==> src/rtl/reaction_game.sv <==
// reaction_game: one-button reaction-time game.
// A cooldown is followed by a pseudo-random wait. The ready LED then lights,
// and the player's reaction time is shown as a 0-3 LED thermometer score.
// A press during the wait is a false start, shown by blinking all score LEDs.
// Ports:
//   clk          in   system clock; all logic runs on the rising edge
//   rst_n        in   asynchronous active-low reset
//   button       in   raw push button, active-high, asynchronous to clk
//   cooldownLed  out  high during COOLDOWN
//   rdyLed       out  high during READY
//   led0..led2   out  score thermometer, or false-start blink
//
// state     | meaning
// ----------+-----------------------------------------------------------
// COOLDOWN  | cooldownLed on, presses ignored, latches random wait on exit
// WAIT      | all LEDs off, a press here is a false start
// READY     | rdyLed on, the timer measures the reaction time
// RESULT    | shows the latched score
// FALSE     | false start, led0..2 blink together
module reaction_game #(
    parameter int unsigned TICK_CYCLES  = 12000,
    parameter int unsigned DEBOUNCE_CYC = 60000,
    parameter int unsigned COOLDOWN_MS  = 1000,
    parameter int unsigned MIN_DELAY_MS = 1000,
    parameter int unsigned RAND_BITS    = 11,
    parameter int unsigned FAST_MS      = 200,
    parameter int unsigned MID_MS       = 300,
    parameter int unsigned SLOW_MS      = 500,
    parameter int unsigned TIMEOUT_MS   = 1000,
    parameter int unsigned RESULT_MS    = 2000,
    parameter int unsigned FALSE_MS     = 2000,
    parameter int unsigned BLINK_MS     = 250
) (
    input  logic clk,
    input  logic rst_n,
    input  logic button,
    output logic cooldownLed,
    output logic rdyLed,
    output logic led0,
    output logic led1,
    output logic led2
);

    localparam logic [2:0] ST_COOLDOWN = 3'd0;
    localparam logic [2:0] ST_WAIT     = 3'd1;
    localparam logic [2:0] ST_READY    = 3'd2;
    localparam logic [2:0] ST_RESULT   = 3'd3;
    localparam logic [2:0] ST_FALSE    = 3'd4;

    localparam int unsigned PW = $clog2(TICK_CYCLES);
    localparam int unsigned DW = $clog2(DEBOUNCE_CYC);
    localparam logic [PW-1:0] TICK_LAST  = PW'(TICK_CYCLES - 1);
    localparam logic [DW-1:0] DEB_RELOAD = DW'(DEBOUNCE_CYC - 1);

    localparam logic [15:0] COOLDOWN_T  = 16'(COOLDOWN_MS);
    localparam logic [15:0] MIN_DELAY_T = 16'(MIN_DELAY_MS);
    localparam logic [15:0] FAST_T      = 16'(FAST_MS);
    localparam logic [15:0] MID_T       = 16'(MID_MS);
    localparam logic [15:0] SLOW_T      = 16'(SLOW_MS);
    localparam logic [15:0] TIMEOUT_T   = 16'(TIMEOUT_MS);
    localparam logic [15:0] RESULT_T    = 16'(RESULT_MS);
    localparam logic [15:0] FALSE_T     = 16'(FALSE_MS);
    localparam logic [15:0] BLINK_LAST  = 16'(BLINK_MS - 1);

    logic          sync1_q, sync2_q;
    logic          deb_q, deb_prev_q;
    logic [DW-1:0] deb_cnt_q;
    logic [PW-1:0] presc_q;
    logic [15:0]   lfsr_q;
    logic [2:0]    state_q, state_d;
    logic [15:0]   timer_q, timer_inc;
    logic [15:0]   delay_q, delay_d;
    logic [2:0]    score_q, score_d;
    logic          blink_q;
    logic [15:0]   blink_cnt_q;
    logic          cooldown_led_q, rdy_led_q;
    logic [2:0]    led_q;
    logic          tick, press, lfsr_fb, state_change;

    assign tick         = (presc_q == TICK_LAST);
    // Edge-detected, so a button held across a state change is never a press.
    assign press        = deb_q & ~deb_prev_q;
    assign lfsr_fb      = lfsr_q[15] ^ lfsr_q[13] ^ lfsr_q[12] ^ lfsr_q[10];
    assign timer_inc    = timer_q + 16'd1;
    assign state_change = (state_d != state_q);

    // Debounced level follows the synced button only after DEBOUNCE_CYC
    // consecutive samples that differ from it.
    always_ff @(posedge clk or negedge rst_n) begin
        if (!rst_n) begin
            sync1_q    <= 1'b0;
            sync2_q    <= 1'b0;
            deb_q      <= 1'b0;
            deb_prev_q <= 1'b0;
            deb_cnt_q  <= DEB_RELOAD;
        end else begin
            sync1_q    <= button;
            sync2_q    <= sync1_q;
            deb_prev_q <= deb_q;
            if (sync2_q == deb_q) begin
                deb_cnt_q <= DEB_RELOAD;
            end else if (deb_cnt_q == '0) begin
                deb_q     <= sync2_q;
                deb_cnt_q <= DEB_RELOAD;
            end else begin
                deb_cnt_q <= deb_cnt_q - 1'b1;
            end
        end
    end

    always_ff @(posedge clk or negedge rst_n) begin
        if (!rst_n) begin
            presc_q <= '0;
            lfsr_q  <= 16'hACE1;
        end else begin
            presc_q <= tick ? '0 : presc_q + 1'b1;
            lfsr_q  <= {lfsr_q[14:0], lfsr_fb};
        end
    end

    // Timed exits compare against timer_inc so they fire on the tick that
    // makes the timer equal to the limit.
    always_comb begin
        state_d = state_q;
        delay_d = delay_q;
        score_d = score_q;
        case (state_q)
            ST_COOLDOWN: begin
                if (tick && timer_inc == COOLDOWN_T) begin
                    state_d = ST_WAIT;
                    delay_d = MIN_DELAY_T + 16'(lfsr_q[RAND_BITS-1:0]);
                end
            end
            ST_WAIT: begin
                if (press) begin
                    state_d = ST_FALSE;
                end else if (tick && timer_inc == delay_q) begin
                    state_d = ST_READY;
                end
            end
            ST_READY: begin
                if (press) begin
                    state_d = ST_RESULT;
                    if (timer_q < FAST_T) begin
                        score_d = 3'b111;
                    end else if (timer_q < MID_T) begin
                        score_d = 3'b011;
                    end else if (timer_q < SLOW_T) begin
                        score_d = 3'b001;
                    end else begin
                        score_d = 3'b000;
                    end
                end else if (tick && timer_inc == TIMEOUT_T) begin
                    state_d = ST_RESULT;
                    score_d = 3'b000;
                end
            end
            ST_RESULT: begin
                if (tick && timer_inc == RESULT_T) begin
                    state_d = ST_COOLDOWN;
                end
            end
            ST_FALSE: begin
                if (tick && timer_inc == FALSE_T) begin
                    state_d = ST_COOLDOWN;
                end
            end
            default: begin
                state_d = ST_COOLDOWN;
            end
        endcase
    end

    always_ff @(posedge clk or negedge rst_n) begin
        if (!rst_n) begin
            state_q     <= ST_COOLDOWN;
            timer_q     <= '0;
            delay_q     <= '0;
            score_q     <= '0;
            blink_q     <= 1'b0;
            blink_cnt_q <= '0;
        end else begin
            state_q <= state_d;
            delay_q <= delay_d;
            score_q <= score_d;
            if (state_change) begin
                timer_q     <= '0;
                blink_q     <= 1'b1;
                blink_cnt_q <= BLINK_LAST;
            end else if (tick) begin
                timer_q <= timer_inc;
                if (blink_cnt_q == '0) begin
                    blink_q     <= ~blink_q;
                    blink_cnt_q <= BLINK_LAST;
                end else begin
                    blink_cnt_q <= blink_cnt_q - 16'd1;
                end
            end
        end
    end

    always_ff @(posedge clk or negedge rst_n) begin
        if (!rst_n) begin
            cooldown_led_q <= 1'b0;
            rdy_led_q      <= 1'b0;
            led_q          <= '0;
        end else begin
            cooldown_led_q <= (state_q == ST_COOLDOWN);
            rdy_led_q      <= (state_q == ST_READY);
            if (state_q == ST_RESULT) begin
                led_q <= score_q;
            end else if (state_q == ST_FALSE) begin
                led_q <= {3{blink_q}};
            end else begin
                led_q <= '0;
            end
        end
    end

    assign cooldownLed = cooldown_led_q;
    assign rdyLed      = rdy_led_q;
    assign led0        = led_q[0];
    assign led1        = led_q[1];
    assign led2        = led_q[2];

endmodule

==> config.mk <==
export PLATFORM = sky130hd
export DESIGN_NAME = reaction_game
export DESIGN_NICKNAME = d
export VERILOG_FILES = /design/src/rtl/reaction_game.sv
export SDC_FILE = /design/constraint.sdc
export NUM_CORES = 1
export LEC_CHECK = 0
export ABC_AREA = 0
export CAP_MARGIN = 20
export CELL_PAD_IN_SITES_DETAIL_PLACEMENT = 1
export CELL_PAD_IN_SITES_GLOBAL_PLACEMENT = 1
export CORE_ASPECT_RATIO = 1.2
export CORE_MARGIN = 2
export CORE_UTILIZATION = 52
export CTS_BUF_LIST = sky130_fd_sc_hd__clkbuf_8
export DETAILED_ROUTE_END_ITERATION = 12
export GPL_TIMING_DRIVEN = 0
export PLACE_DENSITY = 0.92
export REMOVE_ABC_BUFFERS = 1
export SLEW_MARGIN = 25
export SYNTH_ARGS = -nofsm -noshare
export SYNTH_HDL_FRONTEND = slang
export SYNTH_SLANG_ARGS = --single-unit
==> constraint.sdc <==
create_clock -name clk -period 3.8 [get_ports clk]
set_input_delay 1.14 -clock clk [delete_from_list [all_inputs] [get_ports clk]]
set_output_delay 1.14 -clock clk [all_outputs]
set_load 0.05 [all_outputs]
Yosys cells after proc, flatten, opt, wreduce, memory -nomap -nowiden
Index checks and enable logic that the tools add are counted.
Operators by class
  reductions and logical operators: 14
  muxes and demuxes: 25
  multipliers: 0
  shifts and indexed selects: 0
  equality and inequality tests: 10
  div/mod/pow operators: 0
  add/subtract/negate cells: 5
  magnitude comparators: 3
  bitwise gates (word level): 7
Operator list (number)
  2-to-1 mux 16 bit: 7
  2-to-1 mux 3 bit: 11
  logical NOT 16 bit: 2
  < comparator 16 x 9 -> 1 bit, second input constant: 2
  subtractor 16 x 1 -> 16 bit, second input constant: 2
  adder 16 x 1 -> 16 bit, second input constant: 1
  equality test 16 x 10 -> 1 bit, second input constant: 1
  equality test 16 x 11 -> 1 bit, second input constant: 1
  equality test 16 bit: 1
  < comparator 16 x 8 -> 1 bit, second input constant: 1
  adder 14 x 1 -> 14 bit, second input constant: 1
  equality test 14 bit, second input constant: 1
  2-to-1 mux 14 bit: 1
  adder 10 x 11 -> 12 bit, first input constant: 1
  one-hot mux 3 bit (4 select lines): 1
  AND reduction 2 bit: 4
  equality test 3 x 2 -> 1 bit, second input constant: 2
  nonzero test 2 bit: 3
  2-to-1 mux 1 bit: 4
  equality test 3 x 1 -> 1 bit, second input constant: 1
  equality test 3 bit, second input constant: 1
  logical AND 1 bit: 3
  logical NOT 3 bit: 1
  inequality test 3 bit: 1
  other kinds (6): 10
Word-level totals
  memories kept: 0
  bits in registers: 110
  word-level logic and storage cells: 80
  output and inout port bits: 5
  bits in read-only memories: 0
  bits in latches: 0
  input port bits: 3
  RAM bits: 0

Depth between registers and ports, before layout
  depth in word-level cells: 9
  mapped depth: 10
  depth with buffers taken out: 9

Least setup slack after synthesis
OpenSTA, ideal clock, no wires.
  path kind: register -> register
  from: register timer_q[0]
  to: register blink_cnt_q[13]
  library setup time: 0.139 ns
  data required time: 3.661 ns
  period minus slack after synthesis: 2.874 ns
  setup slack: 0.926 ns
  cell stages (with the launch flop): 11
  data arrival time: 2.735 ns
  path buffers: 2
  path through: dfrtp_1 -> ha_1 -> buf_2 -> nand3_2 -> or3_4 -> a221oi_2 -> o2111a_2 -> or4b_4 -> a31oi_4 -> buf_4 -> a211oi_1
On the way
  longest elaborated chain between the ends: 8
  elaborated cells on any way between the ends: 17
  classes of those cells: add/sub (1); eq/ne (4); mux (8); reduce/logical (4)
Ends and longest elaborated chain
  start, declared: line 71  | logic [15:0] timer_q, timer_inc;
  start signal, assigned: line 191  | timer_q <= timer_inc;
  adder 16 x 1 -> 16 bit *: line 84  | assign timer_inc = timer_q + 16'd1;
  equality test 16 x 10 -> 1 bit or equality test 16 bit (tied branches): line 129, 153, 137
  logical AND 1 bit, on equally long branches: line 129, 153, 137
  2-to-1 mux 3 bit, on equally long branches: line 153, 137
  2-to-1 mux 3 bit, on equally long branches: line 142, 135
  one-hot mux 3 bit (4 select lines) *: line 127  | case (state_q)
  inequality test 3 bit *: line 85  | assign state_change = (state_d != state_q);
  2-to-1 mux 16 bit or nonzero test 2 bit (tied branches)
  end signal, assigned: line 196  | blink_cnt_q <= blink_cnt_q - 16'd1;
  end, declared: line 75  | logic [15:0] blink_cnt_q;
Mark *: on every way between the ends. The rest lies on a longest branch, timed or not.
A chain may end at the register's enable or synchronous reset.

Worst setup path after layout
  from: register timer_q[0]
  to: register blink_cnt_q[15]
The elaborated chain is that of the path after synthesis.

==> results.json <==
{
  "start_util": 0.5375,
  "vias": 4687,
  "rr_worst_depth": 9,
  "place_inst": 694,
  "outcome": "complete, no violations",
  "cp-start-kind": "flip-flop",
  "place.port_buffers": 7,
  "min_path_type": "flip-flop to flip-flop",
  "critPathMaxFanout": 14,
  "cpMaxStageDelayCell": "a21oi_1",
  "synthFlopType": "dfrtp_1",
  "holdBufCountCts": 0,
  "dr.pass1.iters": 5,
  "rows": 41,
  "ys_top_cells_by_count": "dfrtp_1 (87), nand2_1 (54), nor2_1 (48), xnor2_1 (37), o21ai_0 (32)",
  "gp_congestion": 0.8861,
  "yosysTopAreaCellShare": 0.3833,
  "p_per_area_nw_per_um2": 313.3,
  "grt_usage": 0.2720,
  "io_pins": 8,
  "vias_per_cell": 6.510,
  "period_share": 0.9530,
  "end_kind": "flip-flop",
  "hold_path_depth": 0,
  "die-width_um": 99.41,
  "min_from": "lfsr_q[14]",
  "grt_pass1_wl_um": 25390,
  "worst_r2r_endpoint": "blink_cnt_q[15]",
  "mappedNetlistArea_sq_um": 5680,
  "p_leak_nw": 2.660,
  "grt_start_max_net_pins": 77,
  "drc": 0,
  "fin_setup_tns_ns": 0,
  "tritoncts": "yes",
  "synth_seq_cells": 106,
  "r2r-start": "timer_q[0]",
  "layout-drive-gt1-share": 0.1252,
  "antenna_cells": 0,
  "cts_buffers": 9,
  "ant_nets": 0,
  "insertion_delay_ns": 0.39,
  "yosysWarnings": 0,
  "async_flop_share": 1.000,
  "final_cells": 720,
  "coreArea_sq_um": 10570,
  "cp.arrival_ns": 3.89,
  "initialDrtViolationCount": 276,
  "antenna_found_initial": 0,
  "max_freq_ghz": 0.2761,
  "report.final.slew_viol_count": 0,
  "clk_pin_slew_ns": 0.12,
  "synth_most_common_cell": "dfrtp_1",
  "area_delta_synth_final_pct": 9.185,
  "grt-ovfl-total": 0,
  "dieHeight_um": 118.5,
  "required_ns": 4.07,
  "layout.nets": 597,
  "crit_chain": "ha_1 > nand3_2 > nor4_1 > xnor2_1 > o2111a_2 > a21oi_1 > nor2_4 > buf_12 > a211oi_1",
  "synth_area_per_cell_sq_um": 9.710,
  "maxCapViolations": 0,
  "routed_wirelength_um": 15590,
  "tightest_slew_ns": 0.9422,
  "timing.final.hold_violations": 0,
  "skew_ns": 0.01919,
  "path_class": "flip-flop to flip-flop",
  "grt_pass1_vias": 5069,
  "cts_root_buffer": "clkbuf_8",
  "max-slew-margin-rel": 0.3719,
  "setup_violations": 0,
  "die-area_sq_um": 11780,
  "nFillCells": 1163,
  "synth_edf_count": 0,
  "dp_hpwl_um": 9654,
  "synthCells": 585,
  "cts_max_level": 3,
  "fin_ws_ns": 0.1787,
  "synth_seq_area_share": 0.4711,
  "clock-sinks": 106,
  "vdd.ir_drop.worst_v": 0.0002077,
  "netlist_top_cells_area": "dfrtp_1 (38%), dfstp_2 (8.8%), xnor2_1 (5.7%)",
  "synth_top_area_cell": "dfrtp_1",
  "netlist-cell-type-count": 67,
  "worstHoldEndpoint": "lfsr_q[15]",
  "period_minus_slack_ns": 3.621,
  "worst-r2r-setup-slack_ns": 0.18,
  "clk_path_buf_depth": 2,
  "wl_per_cell_um": 21.66,
  "place_worst_setup_slack_ns": -0.2568,
  "slowest_delay_ns": 0.75
}
[state kept, by name (all words and copies together) (netlist names)]
name         cells
blink_cnt_q     16
blink_q          1
cooldownLed      1
deb_cnt_q       16
deb_prev_q       1
deb_q            1
delay_q         12
led_q            3
lfsr_q          16
presc_q         14
rdyLed           1
score_q          3
state_q          3
sync1_q          1
sync2_q          1
timer_q         16
[critical path, delay by kind of cell, from the launching register on]
kind            cells  cell delay [ns]
xor+xnor            1             0.15
flops               1             0.61
buf+inv             1             0.19
fa+ha+maj           1             0.40
simple gates        3             0.82
compound gates      3             1.34
[layer usage]
layer | track usage | wire [um]
met5 | 0 | 0
met4 | 0.1378 | 622
met3 | 0.04790 | 703
met2 | 0.4759 | 8090
met1 | 0.3156 | 6177
[worst max path at each step]
stage,to,depth (start not counted),slack (ns),start
after detailed placement,timer_q[15],8,-0.26,presc_q[0]
after CTS,blink_cnt_q[2],8,0.08,timer_q[0]
after floorplan,blink_cnt_q[11],8,0.25,timer_q[0]
after global routing,blink_cnt_q[15],9,-0.03,timer_q[0]
after global placement,delay_q[11],1,-2.23,rst_n
final,blink_cnt_q[15],9,0.18,timer_q[0]
[power by group]
part,internal (mW),switching (mW),leakage (nW)
logic,0.00823,0.0285,1.16
clock network,0.326,0.443,0.111
registers,1.13,0.00288,1.39
[metrics by stage]
step	power, mW	instance area (sq um)	util	hold WS (ns)
3_3_place_gp	1.191	5751	0.5442	0.3336
5_1_grt	2.004	6202	0.5869	0.3785
4_1_cts	1.963	6155	0.5824	0.3734
2_1_floorplan	1.165	5519	-	0.3312
6_report	1.943	6202	0.5869	0.3737
3_5_place_dp	1.195	5858	0.5543	0.3471
[layout by cell type, fill, tap and decap left out, types with 7 or more instances in the layout]
cell,n
or3_1,7
dfstp_2,19
xor2_1,30
clkbuf_8,9
a21oi_1,23
buf_4,8
dfrtp_1,87
nand4_1,8
nor2_1,48
a211oi_1,23
xnor2_1,37
and3_1,7
inv_1,14
nor3_1,21
nand3_1,21
o21ai_0,32
ha_1,8
a31oi_1,9
nand2_1,54
nor4_1,10
[timing repair]
item / in CTS / in global routing
cloned: 2 / 0
resized for setup: 2 / 1
setup endpoints to repair: 33 / 33
pin swaps: 2 / 2
buffers inserted: 5 / 3
[cell families after synthesis]
group | count (synthesis) | synth area share
AOI/OAI and AO/OA | 129 | 0.1526
adders and majority gates | 8 | 0.01762
xor gates and xnor gates | 67 | 0.1033
buffers and inverters | 46 | 0.03766
muxes | 6 | 0.01167
and+or+nand+nor | 223 | 0.2059
DFF | 106 | 0.4711
[cell type report]
| class | instances | area [sq um] | share of cell area |
|---|---|---|---|
| clock inverters | 7 | 90.09 | 0.01452 |
| repair buffers | 20 | 246.5 | 0.03974 |
| flip-flops and latches | 106 | 2676 | 0.4315 |
| multi-input cells | 435 | 2851 | 0.4598 |
| clock buffers | 9 | 123.9 | 0.01997 |
| inverters | 14 | 52.55 | 0.008473 |
| well taps | 129 | 161.4 | 0.02602 |
Note: power is estimated with default switching activity, not from simulation.
